==> config.mk <==
export PLATFORM = sky130hd
export DESIGN_NAME = wb_stage_flat
export DESIGN_NICKNAME = d
export VERILOG_FILES = /design/src/rtl/wb_stage_if.sv /design/src/rtl/wb_stage.sv /design/src/flat_wrapper.sv
export SDC_FILE = /design/constraint.sdc
export NUM_CORES = 2
export LEC_CHECK = 0
export CORE_MARGIN = 1.5
export CORE_UTILIZATION = 61
export CTS_CLUSTER_SIZE = 20
export DETAILED_ROUTE_END_ITERATION = 8
export PLACE_DENSITY = 0.79
export SYNTH_ARGS = -nofsm -noshare
export SYNTH_HDL_FRONTEND = slang
export SYNTH_SLANG_ARGS = --single-unit
==> constraint.sdc <==
create_clock -name clk -period 6.2 [get_ports clk]
set_input_delay 1.24 -clock clk [delete_from_list [all_inputs] [get_ports clk]]
set_output_delay 1.24 -clock clk [all_outputs]
set_load 0.03 [all_outputs]
==> src/rtl/wb_stage_if.sv <==
// Bus bundle between the memory stage, decode read ports and the write-back stage.
// The wb_stage sits on the slave side; the upstream/decode logic drives the master side.
interface wb_stage_if #(
  parameter int unsigned DATA_W     = 32,
  parameter int unsigned REG_ADDR_W = 5
);
  logic [1:0]            wb;
  logic [DATA_W-1:0]     read_data;
  logic [DATA_W-1:0]     address_WB;
  logic [REG_ADDR_W-1:0] reg_WB;
  logic [REG_ADDR_W-1:0] rs_addr;
  logic [REG_ADDR_W-1:0] rt_addr;
  logic [DATA_W-1:0]     rs_data;
  logic [DATA_W-1:0]     rt_data;
  logic                  wb_reg_write;
  logic [REG_ADDR_W-1:0] wb_dest;
  logic [DATA_W-1:0]     wb_data;

  modport master (
    output wb, read_data, address_WB, reg_WB, rs_addr, rt_addr,
    input  rs_data, rt_data, wb_reg_write, wb_dest, wb_data
  );

  modport slave (
    input  wb, read_data, address_WB, reg_WB, rs_addr, rt_addr,
    output rs_data, rt_data, wb_reg_write, wb_dest, wb_data
  );
endinterface

==> src/rtl/wb_stage.sv <==
// MIPS write-back stage: MEM/WB pipeline register, write-back select and the
// 32x32 register file with write-first bypassed combinational read ports.
module wb_stage #(
  parameter int unsigned DATA_W     = 32,
  parameter int unsigned REG_ADDR_W = 5,
  parameter int unsigned NUM_REGS   = 32
) (
  input  logic       clk,
  input  logic       reset,
  input  logic       stall,
  input  logic       flush,
  wb_stage_if.slave  bus
);

  logic [1:0]            r_wb_q;
  logic [DATA_W-1:0]     r_mem_q;
  logic [DATA_W-1:0]     r_alu_q;
  logic [REG_ADDR_W-1:0] r_dest_q;

  logic                  w_we;
  logic [DATA_W-1:0]     w_wb_data;
  logic [DATA_W-1:0]     w_rs_data;
  logic [DATA_W-1:0]     w_rt_data;

  logic [DATA_W-1:0]     r_regs [NUM_REGS];

  // A flush only needs to kill the control bits; data fields are don't-care.
  always_ff @(posedge clk) begin
    if (reset) begin
      r_wb_q   <= '0;
      r_mem_q  <= '0;
      r_alu_q  <= '0;
      r_dest_q <= '0;
    end else if (flush) begin
      r_wb_q   <= '0;
    end else if (!stall) begin
      r_wb_q   <= bus.wb;
      r_mem_q  <= bus.read_data;
      r_alu_q  <= bus.address_WB;
      r_dest_q <= bus.reg_WB;
    end
  end

  always_comb begin
    w_wb_data = r_wb_q[0] ? r_mem_q : r_alu_q;
    w_we      = r_wb_q[1] && (r_dest_q != '0);
  end

  // Entry 0 is a constant zero; every other entry has its own write decode.
  for (genvar g = 0; g < NUM_REGS; g++) begin : g_reg
    if (g == 0) begin : g_zero
      always_ff @(posedge clk) begin
        r_regs[g] <= '0;
      end
    end else begin : g_live
      localparam logic [REG_ADDR_W-1:0] IDX = REG_ADDR_W'(g);
      always_ff @(posedge clk) begin
        if (reset) begin
          r_regs[g] <= '0;
        end else if (w_we && (r_dest_q == IDX)) begin
          r_regs[g] <= w_wb_data;
        end
      end
    end
  end

  always_comb begin
    w_rs_data = r_regs[bus.rs_addr];
    if (bus.rs_addr == '0) begin
      w_rs_data = '0;
    end else if (w_we && (bus.rs_addr == r_dest_q)) begin
      w_rs_data = w_wb_data;
    end
  end

  always_comb begin
    w_rt_data = r_regs[bus.rt_addr];
    if (bus.rt_addr == '0) begin
      w_rt_data = '0;
    end else if (w_we && (bus.rt_addr == r_dest_q)) begin
      w_rt_data = w_wb_data;
    end
  end

  assign bus.rs_data      = w_rs_data;
  assign bus.rt_data      = w_rt_data;
  assign bus.wb_reg_write = w_we;
  assign bus.wb_dest      = r_dest_q;
  assign bus.wb_data      = w_wb_data;

endmodule

==> src/flat_wrapper.sv <==
// flat-port wrapper written by rule: the top's interface ports become plain ports
module wb_stage_flat 
#(
  parameter int unsigned DATA_W     = 32,
  parameter int unsigned REG_ADDR_W = 5,
  parameter int unsigned NUM_REGS   = 32
)
  (clk, reset, stall, flush, bus_wb, bus_read_data, bus_address_WB, bus_reg_WB, bus_rs_addr, bus_rt_addr, bus_rs_data, bus_rt_data, bus_wb_reg_write, bus_wb_dest, bus_wb_data);
  wb_stage_if #(.DATA_W(DATA_W), .REG_ADDR_W(REG_ADDR_W)) bus_i ();
  input  logic clk;
  input  logic reset;
  input  logic stall;
  input  logic flush;
  input wire logic [$bits(bus_i.wb)-1:0] bus_wb;
  input wire logic [$bits(bus_i.read_data)-1:0] bus_read_data;
  input wire logic [$bits(bus_i.address_WB)-1:0] bus_address_WB;
  input wire logic [$bits(bus_i.reg_WB)-1:0] bus_reg_WB;
  input wire logic [$bits(bus_i.rs_addr)-1:0] bus_rs_addr;
  input wire logic [$bits(bus_i.rt_addr)-1:0] bus_rt_addr;
  output wire logic [$bits(bus_i.rs_data)-1:0] bus_rs_data;
  output wire logic [$bits(bus_i.rt_data)-1:0] bus_rt_data;
  output wire logic [$bits(bus_i.wb_reg_write)-1:0] bus_wb_reg_write;
  output wire logic [$bits(bus_i.wb_dest)-1:0] bus_wb_dest;
  output wire logic [$bits(bus_i.wb_data)-1:0] bus_wb_data;
  assign bus_i.wb = bus_wb;
  assign bus_i.read_data = bus_read_data;
  assign bus_i.address_WB = bus_address_WB;
  assign bus_i.reg_WB = bus_reg_WB;
  assign bus_i.rs_addr = bus_rs_addr;
  assign bus_i.rt_addr = bus_rt_addr;
  assign bus_rs_data = bus_i.rs_data;
  assign bus_rt_data = bus_i.rt_data;
  assign bus_wb_reg_write = bus_i.wb_reg_write;
  assign bus_wb_dest = bus_i.wb_dest;
  assign bus_wb_data = bus_i.wb_data;
  wb_stage #(.DATA_W(DATA_W), .REG_ADDR_W(REG_ADDR_W), .NUM_REGS(NUM_REGS)) u_core (.clk(clk), .reset(reset), .stall(stall), .flush(flush), .bus(bus_i));
endmodule
---- Yosys cells after proc, flatten, opt, wreduce, memory -nomap -nowiden ----
Memories as Yosys holds them, arrays and structs flattened.
Cells that the tools add are included.
word-level totals
  RAM bits ................................ 1024
  register bits after elaboration ......... 71
  output and inout bits ................... 102
  logic and storage cells ................. 241
  memories ................................ 1
operators by class
  reduce and logical (&&, ||, !) cells .... 39
  mux-type cells .......................... 131
  equality and inequality tests ........... 33
  bitwise logic cells ..................... 33
memory list
  name           words  bits a word  rd ports  clocked after Yosys merged registers in  wr ports  line            RTL
  u_core.r_regs  32     32           2         0                                        32        wb_stage.sv:25  logic [DATA_W-1:0] r_regs [NUM_REGS];
operators by type and width
  cell                number
  $mux 32             36
  $mux 1              95
  $eq 5x5->1 const B  16
  $eq 5x4->1 const B  8
  $logic_and 1x1->1   34
  $or 1x1->1          31
  $eq 5x3->1 const B  4
  $eq 5x2->1 const B  2
  $eq 5x5->1          2
  $logic_not 5->1     2
  $eq 5x1->1 const B  1
  $reduce_bool 5->1   1
  $not 1->1           2
  $reduce_and 2->1    1
  $reduce_or 2->1     1

---- Logic depth before layout (Yosys ltp) ----
  depth in word-level cells ............... 7
  gate-level depth with buffers ........... 9
  gate-level depth less buffers ........... 5

---- Least setup slack after synthesis ----
OpenSTA, ideal clock, no wires.
  path kind ............................... input -> output
  from .................................... input port bus_rs_addr[0]
  to ...................................... output port bus_rs_data[28]
  setup slack ............................. 1689 ps
  data arrival time ....................... 3271 ps
  stages .................................. 9
  buffers on the path ..................... 4
  cell sequence ........................... buf_2 buf_6 buf_6 xnor2_1 nand2_1 nor3_4 buf_2 a221oi_1 a211oi_1
on the way
  cells in the longest elaborated chain, start to end .. 4
  elaborated cells on any way between the ends .. 6
  those cells by class .................... 1 x eq/ne; 2 x mux; 2 x reduce/logical; 1 x memory
ends and longest elaborated chain
  what                                                                   line                RTL
  from (decl)                                                            flat_wrapper.sv:18  input wire logic [$bits(bus_i.rs_addr)-1:0] bus_rs_addr;
  parallel branches: the longest is 3 deep, another holds $mem_v2 32x32  --
  $mux 32 *                                                              wb_stage.sv:69      if (bus.rs_addr == '0) begin
  to (decl)                                                              flat_wrapper.sv:20  output wire logic [$bits(bus_i.rs_data)-1:0] bus_rs_data;
Every way passes the cells marked *.

---- Final worst setup path ----
  from .................................... input port bus_rt_addr[0]
  to ...................................... output port bus_rt_data[15]
on the way
  cells in the longest elaborated chain, start to end .. 4
  elaborated cells on any way between the ends .. 6
  those cells by class .................... 1 x eq/ne; 2 x mux; 2 x reduce/logical; 1 x memory
ends and longest elaborated chain
  what                                                                   line                RTL
  from (decl)                                                            flat_wrapper.sv:19  input wire logic [$bits(bus_i.rt_addr)-1:0] bus_rt_addr;
  parallel branches: the longest is 3 deep, another holds $mem_v2 32x32  --
  $mux 32 *                                                              wb_stage.sv:78      if (bus.rt_addr == '0) begin
  to (decl)                                                              flat_wrapper.sv:21  output wire logic [$bits(bus_i.rt_data)-1:0] bus_rt_data;
Marked as above.

==> results by group <==
STA
  • Clk_skew: ~36 ps
  • Final setup fails: 0
  • Fmax: 170 MHz
  • Final worst setup slack: about 310 ps
  • Final hold slack: 483 ps
  • Final setup TNS: 0 ps
  • Worst slew pin tran: 1500 ps
  • Slew headroom: less than 1%
  • Fin. Hold Viols: 0
  • RSZ-0062 raised after global routing: false
  • Max-slew violations: 0
  • Fin crit share: between 90% and 100%
  • Post-layout min period: 5890 ps

Finish
  • Number of diodes: 0
  • # nets final: 4393
  • FILL cells: 5699
  • Area growth, synth to finish: 14.0%
  • Fin area: 62100 sq um
  • Multi-input gate area: 21800 sq um
  • Storage cell area: approximately 31000 sq um
  • Share of the core filled with cells: 70.2%
  • Fraction of layout cells with a size suffix above 1: roughly a quarter

Logic synthesis
  • Yosys warning total: 0
  • Seq cells post-synth: 1063
  • Yosys cell types: 47
  • Commonest cells in the netlist: nor2_1 (1071), edfxtp_1 (992), clkbuf_1 (326)
  • Async SR Flop Fraction: 0%
  • Synth Instances: 4286
  • Syn Area/Cell: around 13 sq um
  • Post-synth EDFFs: 992
  • Top post-synthesis cells by area: edfxtp_1 (55%), mux4_2 (13%), nor2_1 (7.4%)
  • Largest area contributor in the netlist: edfxtp_1
  • Main synth FF type: edfxtp_1
  • Post-synth top area share: a little over half
  • Post-synth net total: 4371
  • Dominant cell by count in the synthesized netlist: nor2_1
  • Seq/Total Area, Yosys: 57.3%
  • Cell area after technology mapping: 54500 sq um

Placement
  • Dpl cell area: 58500 sq um
  • Worst slack at placement: about 700 ps
  • IO buf count: ~190
  • Gp weighted congestion: 0.943
  • Detailed Place HPWL: 107 mm

Floorplanning
  • Chip Width: 302 um
  • Die area: 91100 sq um
  • Row count: 109
  • Die Y: 302 um
  • Starting density of the core: 61.6%
  • Core area: 88500 sq um
  • Ports: 187

Global route
  • Total track usage: between 30% and 40%
  • Initial antenna violation count: 3
  • Pin count of the biggest net entering global routing: 86
  • First-pass GRT wire length: 262 mm
  • Congestion Overflow GR: 0
  • Vias in the first global route: 40955

Outcome
  • Violated checks: DRC, capacitance limit
  • Status: complete, but fails checks

Setup path
  • Worst path slowest cell: o21ai_0
  • Worst reg2reg path depth: 6
  • Worst Path Required: 4960 ps
  • Worst endpoint data arrival time: 4650 ps
  • Most frequent CP cell: buf_12
  • Startpoint Class: input port
  • CP Cell Sequence: buf_8 -> nor2_2 -> buf_12 -> a22o_1 -> o21ai_0 -> a221oi_1 -> a211oi_1 -> buf_4 -> buf_12
  • Worst-path maximum fanout: 55
  • Critical Path Max Stage Delay: 960 ps
  • Crit end category: primary output
  • Critical path type: in -> out

Clock tree
  • CTS Hold Buffers Added: 0
  • Clock Pin Slew Worst Setup and Hold Paths: 60 ps
  • Worst skew pair latency: 720 ps
  • Clock buffer count from CTS: 107
  • # resized after CTS: 0
  • Max Buffers Root-to-Sink: 3
  • CTS tree: built
  • H-tree depth: 3
  • Clock Sink Count: 1063
  • Post-CTS Repair Setup Buffers: 0
  • Root buffer cell: clkbuf_16

Pwr
  • PD cells: 277 nW/um^2
  • Max IR drop VDD: 0.227 mV
  • Pleak: approximately 21 nW

Drt
  • Vias: 41353
  • Drt first pass iters: 9
  • DR vias/cell: about 7.4
  • Antenna viol nets, final: 0
  • Final wirelength: 181 mm
  • Iteration-0 DRC Markers: 7677
  • # DRC: 7
  • WL per Instance: approximately 33 um

Hold path
  • Hold path cells: 2
  • Hold WC Path Type: reg -> reg

Job
  • Max-cap check violation count: 1
cell type report:
type / instances / share of cell area, %
well taps: 1165 / 2.35
inverters: 34 / 0.205
flip-flops and latches: 1063 / 50.2
multi-input cells: 2729 / 35.1
clock inverters: 66 / 1.01
repair buffers: 373 / 6.38
clock buffers: 135 / 4.77
layer usage:
layer,up-vias,GRT usage (%),part of all wire [%]
li1,16196,-,-
met1,19916,49.6,31
met2,4274,58.6,44
met3,961,16.7,18
met4,6,21.4,6.6
met5,-,0,0.018
where the power goes:
| part | switching, mW | internal (mW) | leakage [nW] |
|---|---|---|---|
| Sequential | 0.154 | 8.07 | 10.8 |
| Combinational | 1.38 | 0.925 | 8.66 |
| Clock | 2.86 | 3.83 | 1.78 |
| Total | 4.39 | 12.8 | 21.2 |
worst max-delay path: cells and delay by family:
kind	cells	cell delay (ps)
compound gates	4	1900
simple gates	1	320
buf+inv	4	1110
stage by stage:
step	power, mW	std cells
floorplan	9.59	4286
global placement	10.5	5364
detailed placement	10.6	5364
CTS	17.1	5565
global route	17.5	5565
finish	17.2	5565
cell families (layout without fill, tap and decap cells):
family | Yosys count | in the layout | synth area share, %
buffers and inverters | 494 | 608 | 3.95
muxes | 675 | 675 | 20.3
AOI/OAI and AO/OA | 611 | 611 | 8.00
DFF | 1063 | 1063 | 57.3
and+or+nand+nor | 1433 | 1433 | 10.3
xor gates and xnor gates | 10 | 10 | 0.161
cell usage in the layout (no fill, tap or decap), types with 70 or more instances in the layout:
cell             instances
nand2_1                238
buf_4                  182
nor2_1                1066
a22oi_1                124
dfxtp_1                 70
mux2_2                 250
o22ai_1                 93
a221oi_1               125
clkbuf_16              108
mux2i_1                 73
edfxtp_1               992
a21oi_1                 71
mux4_2                 320
clkdlybuf4s50_1        113
state kept, by name (all words and copies together) (netlist names):
register            cells
u_core.r_mem_q         32
u_core.bus.wb_dest      5
u_core.r_alu_q         32
u_core.r_regs         992
u_core.r_wb_q           2
final timing paths:
kind                    startpoint                   end  slack (ps)
min reg2reg     u_core.r_mem_q[27]    u_core.r_mem_q[27]         480
max reg2reg  u_core.bus.wb_dest[3]  u_core.r_regs[14][7]        2290
max                 bus_rt_addr[0]       bus_rt_data[15]         310
min             u_core.r_mem_q[27]    u_core.r_mem_q[27]         480
Note: power is estimated with default switching activity, not from simulation.
